### src/rtl/clk_div_bank.sv
// ---------------------------------------------------------------------------
// clk_div_bank
// Multi-channel programmable clock divider running entirely on the PLL core
// clock. Each channel produces a registered divided square wave (clk_div) and
// a one-cycle clock enable (tick) on the last cycle of every period, at ratio
// R = div+1. New divisors are staged in a shadow register and take effect only
// at the channel's period boundary, so the divided clock never emits a runt.
//
// Optional feature macro: CLK_DIV_SYNC_EN
//   defined   : sync_i port present; holding it high forces every enabled
//               channel to phase 0 and applies pending divisors.
//   undefined : sync_i absent; channel phase follows ch_en only.
//
// Ports
//   clk        PLL core clock, sole clock of the block
//   reset      synchronous active-high reset (priority over all inputs)
//   sync_i     phase realign (CLK_DIV_SYNC_EN builds only)
//   ch_en      per-channel run enable
//   div_wr     per-channel divisor write strobe
//   div_wdata  divisor written to every channel whose div_wr is high
//   div_pend   per-channel: written divisor not yet applied
//   clk_div    per-channel divided square wave, high for ceil(R/2) of R cycles
//   tick       per-channel one-cycle pulse on the last cycle of each period
// ---------------------------------------------------------------------------
module clk_div_bank #(
   parameter int unsigned NUM_CH    = 4,
   parameter int unsigned DIV_WIDTH = 8,
   parameter int unsigned DIV_RESET = 1
) (
   input  logic                 clk,
   input  logic                 reset,
`ifdef CLK_DIV_SYNC_EN
   input  logic                 sync_i,
`endif
   input  logic [NUM_CH-1:0]    ch_en,
   input  logic [NUM_CH-1:0]    div_wr,
   input  logic [DIV_WIDTH-1:0] div_wdata,
   output logic [NUM_CH-1:0]    div_pend,
   output logic [NUM_CH-1:0]    clk_div,
   output logic [NUM_CH-1:0]    tick
);

   localparam logic [DIV_WIDTH-1:0] DIV_RST = DIV_WIDTH'(DIV_RESET);

   // Per-channel state: active divisor, shadow divisor, phase counter.
   logic [NUM_CH-1:0][DIV_WIDTH-1:0] act_q, act_d;
   logic [NUM_CH-1:0][DIV_WIDTH-1:0] shd_q, shd_d;
   logic [NUM_CH-1:0][DIV_WIDTH-1:0] ph_q,  ph_d;
   logic [NUM_CH-1:0]                pend_q, pend_d;
   logic [NUM_CH-1:0]                run_q, run_d;
   logic [NUM_CH-1:0]                clk_div_d, tick_d;
   logic [NUM_CH-1:0]                apply_c;
   logic                             sync_c;

`ifdef CLK_DIV_SYNC_EN
   assign sync_c = sync_i;
`else
   assign sync_c = 1'b0;
`endif

   // Next-state: phase advance, divisor staging/apply, registered outputs.
   always_comb begin
      act_d     = act_q;
      shd_d     = shd_q;
      ph_d      = ph_q;
      pend_d    = pend_q;
      run_d     = ch_en;
      clk_div_d = '0;
      tick_d    = '0;
      apply_c   = '0;
      for (int i = 0; i < int'(NUM_CH); i++) begin
         if (!ch_en[i]) begin
            // Idle: phase frozen, a pending divisor can be applied safely.
            apply_c[i] = pend_q[i];
         end else if (sync_c || !run_q[i]) begin
            // Start of run or forced realign: begin a fresh period at phase 0.
            ph_d[i]    = '0;
            apply_c[i] = pend_q[i];
         end else if (ph_q[i] == act_q[i]) begin
            // Wrap: the next period starts here and picks up any staged divisor.
            ph_d[i]    = '0;
            apply_c[i] = pend_q[i];
         end else begin
            ph_d[i] = ph_q[i] + DIV_WIDTH'(1);
         end

         if (apply_c[i]) begin
            act_d[i]  = shd_q[i];
            pend_d[i] = 1'b0;
         end

         // A write on the same edge lands in the shadow after any apply above.
         if (div_wr[i]) begin
            shd_d[i]  = div_wdata;
            pend_d[i] = 1'b1;
         end

         if (ch_en[i]) begin
            clk_div_d[i] = (ph_d[i] <= (act_d[i] >> 1));
            tick_d[i]    = (ph_d[i] == act_d[i]);
         end
      end
   end

   // State and output registers, synchronous reset.
   always_ff @(posedge clk) begin
      if (reset) begin
         for (int i = 0; i < int'(NUM_CH); i++) begin
            act_q[i] <= DIV_RST;
            shd_q[i] <= DIV_RST;
            ph_q[i]  <= '0;
         end
         pend_q  <= '0;
         run_q   <= '0;
         clk_div <= '0;
         tick    <= '0;
      end else begin
         act_q   <= act_d;
         shd_q   <= shd_d;
         ph_q    <= ph_d;
         pend_q  <= pend_d;
         run_q   <= run_d;
         clk_div <= clk_div_d;
         tick    <= tick_d;
      end
   end

   assign div_pend = pend_q;

endmodule

### config.mk
export PLATFORM = sky130hd
export DESIGN_NAME = clk_div_bank
export DESIGN_NICKNAME = d
export VERILOG_FILES = /design/src/rtl/clk_div_bank.sv
export SDC_FILE = /design/constraint.sdc
export NUM_CORES = 1
export LEC_CHECK = 0
export CAP_MARGIN = 0
export CORE_ASPECT_RATIO = 0.8
export CORE_MARGIN = 5
export CORE_UTILIZATION = 60
export CTS_BUF_LIST = sky130_fd_sc_hd__clkbuf_8
export CTS_CLUSTER_DIAMETER = 150
export DETAILED_ROUTE_END_ITERATION = 8
export PLACE_DENSITY = 0.8
export SLEW_MARGIN = 20
export SYNTH_ARGS = -nofsm -noshare
export SYNTH_HDL_FRONTEND = slang
export SYNTH_SLANG_ARGS = --single-unit
### constraint.sdc
create_clock -name clk -period 3.2 [get_ports clk]
set_input_delay 0.64 -clock clk [delete_from_list [all_inputs] [get_ports clk]]
set_output_delay 0.64 -clock clk [all_outputs]
set_load 0.01 [all_outputs]
==> summary.md, run 1 <==
| Metric | Value |
|---|---|
| Detailed-route DRC error count | 0 |
| Cts hold-fix bufs | 0 |
| Share of the core filled with cells | 69.7% |
| Non-filler cells, final | 831 |
| First-pass detailed-route iteration total | 5 |
| Synth warnings | 0 |
| Final Hold Viols | 0 |
| Routed via count divided by cell count | 5.80 |
| Worst Path Required | 3.51 ns |
| Worst slew margin | 62.1% |
| Time the worst path needs with I/O delays and setup | 3.03 ns |
| Fraction of synthesized cell area taken by the top area cell type | 38.4% |
| Max Slew Vio Count | 0 |
| Worst hold slack | 0.495 ns |
| Peak supply drop | 0.263 mV |
| Max Cap Violations | 0 |
| Kind of cell adding the most delay to the critical path | compound AO/OA/AOI/OAI gates |
| Initial antenna violation count | 0 |
| Clk Tree Root Cell | sky130_fd_sc_hd__clkbuf_8 |
| Clock latency at the later pin of the worst-skew pair | 0.38 ns |
| Status | finished, final reports clean |
| Post-synthesis instance area | 0.00583 mm^2 |
| Wire length of the first global-routing pass | 22800 um |
| Power per cell area | 405 mW/mm^2 |
| Fraction of final layout cells with drive strength greater than 1 | 10.1% |
| Clock sink count | 112 |
| Achievable clock frequency | 0.330 GHz |
| Final number of setup-violating endpoints | 0 |
| Final WL | 13900 um |
| Top-level port count | 30 |
| Last weighted congestion value of the routability-driven placer | 0.934 |
| N_diodes | 0 |
| Skew final | 0.0128 ns |
| Drt first-iter violations | 469 |
| CTS Buf Count | 9 |
| Post-Synthesis Net Count | 698 |
| Worst path cell trace | xnor2_1 -> nand4_1 -> o21ai_1 -> o21ai_0 -> a21oi_1 -> inv_1 -> ha_1 -> nand4_1 -> or4b_1 -> a31oi_1 |
| Fraction of synthesis flops using an asynchronous set or reset pin | 0% |
| Die Y-Extent | 98.2 um |
| Crit path top cell by count | sky130_fd_sc_hd__nand4_1 |
| Most frequent standard cell in the layout excluding fill and tap cells | sky130_fd_sc_hd__dfxtp_1 |
| Most used DFF post-synth | sky130_fd_sc_hd__dfxtp_1 |
| Origin of the worst setup path | ph_q[9] |
| Number of distinct library cell variants in the gate-level netlist after synthesis | 57 |
| Mean area per synthesized cell | 8.94 um^2 |
| Critical register-to-register path startpoint | ph_q[9] |
| Area contributors post-synth | sky130_fd_sc_hd__dfxtp_1 (38%), sky130_fd_sc_hd__mux2i_1 (11%), sky130_fd_sc_hd__nor2_1 (6.6%) |
| Share of the clock period used by the worst path after layout | 94.7% |
| Setup TNS Final | 0 ns |
| H-tree depth | 3 |
| Worst-case setup slack after placement | 0.0127 ns |
| FP Rows | 32 |
| Flop and latch count out of synthesis | 112 |
| Largest fanout on the critical path | 7 |
| Slowest-stage cell, CP | sky130_fd_sc_hd__or4b_1 |
| Final worst-path setup slack | 0.168 ns |
| Launch instance of the worst min-delay path | shd_q[8] |
| Largest buffer count on any clock path | 2 |
| Commonest non-fill, non-tap cells in the layout | sky130_fd_sc_hd__dfxtp_1 (111), sky130_fd_sc_hd__nor2_1 (103), sky130_fd_sc_hd__mux2i_1 (63) |
| Area Overhead vs Synth | 14.4% |
| IO buf count | 29 |
| Slew of the pin with the lowest slew margin | 0.567 ns |
| Filler cell count in the final layout | 763 |
| Buffering stage count on the worst path with inverters included | 1 |
| Pin count of the biggest net entering global routing | 39 |
| Sequential fraction of the synthesis area | 38.4% |
| Longest individual stage delay on the worst path | 0.53 ns |
| Clock transition at the registers of the reported paths | 0.10 ns |
| Effective utilization at floorplan | 60.9% |
| Largest area contributor in the netlist | sky130_fd_sc_hd__dfxtp_1 |
| Clock tree from TritonCTS | yes |
| Standard cell core area | 0.00957 mm^2 |
| Post-DRT Antenna Nets | 0 |
| Placed instance count | 816 |
| Number of enable-type register cells in the synthesized netlist | 0 |
| Critical Path Start Type | flop |
| Die width | 120 um |
| Grt total ovfl | 0 |
| Via total after detailed routing | 4823 |
| Routed WL per cell | 16.8 um |
| Die ar. | 0.0118 mm^2 |
| Number of standard cells after synthesis | 652 |
| Hold/Removal Path Class | flop to flop |
| Number of global-route vias before repair | 4757 |
| Total global-route track usage | 23.8% |
| Net count of the finished layout | 754 |
| Worst setup EP type | flop |
| Data arrival time of the worst path | 3.34 ns |
| Post-DP HPWL | 10200 um |
| Leakage component of the power | 2.98 nW |
| Setup CP Type | flop to flop |
## layout make-up
class | count | area, um^2 | share of cell area (%)
Clock buffer | 10 | 138 | 2.06
Tap cell | 119 | 149 | 2.23
Timing Repair Buffer | 66 | 563 | 8.44
Multi-Input combinational cell | 497 | 3440 | 51.5
Sequential cell | 112 | 2240 | 33.6
Inverter | 22 | 82.6 | 1.24
Clock inverter | 5 | 62.6 | 0.937
## path summary, 6_finish.rpt
kind                              endpoint  slack, ns  cells after the start
worst max register to register  clk_div[1]       0.17                     10
worst min-delay path              shd_q[8]       0.50                      2
worst min register to register    shd_q[8]       0.50                      2
worst max-delay path            clk_div[1]       0.17                     10
## metrics by stage
stage	instance area, um^2	power [mW]
2_1_floorplan	5830	1.73
3_3_place_gp	6450	1.85
3_5_place_dp	6450	1.86
4_1_cts	6650	2.72
5_1_grt	6670	2.82
6_report	6670	2.70
## Yosys cell counts (all sizes together) (4+ instances only)
cell type and count:
dfxtp 112, nor2 103, mux2i 65, a21oi 42
xnor2 41, nand2 33, ha 28, o21ai 23
xor2 21, inv 20, and2 17, clkbuf 16
nand4 15, nand3 14, and3 10, a21o 9
o2bb2ai 9, nor3 8, nand2b 7, nor3b 7
nor4 7, nor2b 6, buf 5, mux2 5
a31oi 4
## layer usage
metal	global-route usage (%)	vias to the layer above	share of wire (%)
met1	31.8	2273	47
li1	-	2378	-
met2	37.4	141	46
met4	8.01	0	2.2
met5	0	-	0
met3	6.37	31	5.2
## where the power goes
part / internal, mW / total (mW) / leakage [nW] / switching [mW]
Sequential: 1.44 / 1.48 / 0.914 / 0.0387
Combinational: 0.164 / 0.360 / 1.97 / 0.196
Clock: 0.385 / 0.863 / 0.0954 / 0.478
## kinds of logic after synthesis
kind of cell / count (synthesis) / synth area share, %
and+or+nand+nor: 232 / 19.4
DFF: 112 / 38.4
AOI/OAI and AO/OA: 105 / 11.5
muxes: 70 / 12.4
xor gates and xnor gates: 62 / 9.31
buffers and inverters: 43 / 2.96
adders and majority gates: 28 / 6.01
## worst min-delay path: stages, from the launching register on
cell and delay (ns):
sky130_fd_sc_hd__dfxtp_1 0.35, sky130_fd_sc_hd__mux2i_1 0.07, sky130_fd_sc_hd__nand2_1 0.06
## state kept, by name (all words and copies together), names as in the netlist
register  count
run_q         4
div_pend      4
act_q        32
ph_q         32
tick          4
shd_q        32
clk_div       4
## timing repair
action,CTS,global route
setup buffers,0,0
hold endpoints to repair,0,0
setup endpoints to repair,0,2
resized for setup,0,4
Note: power is estimated with default switching activity, not from simulation.
==> run 2, diff against run 1 <==
--- a/config.mk
+++ b/config.mk
@@ -13,7 +13,6 @@
 export CTS_CLUSTER_DIAMETER = 150
 export DETAILED_ROUTE_END_ITERATION = 8
 export PLACE_DENSITY = 0.8
-export SLEW_MARGIN = 20
 export SYNTH_ARGS = -nofsm -noshare
 export SYNTH_HDL_FRONTEND = slang
 export SYNTH_SLANG_ARGS = --single-unit
==> results of run 2 <==
The final DEF is identical to that of run 1; final timing and power are the same.
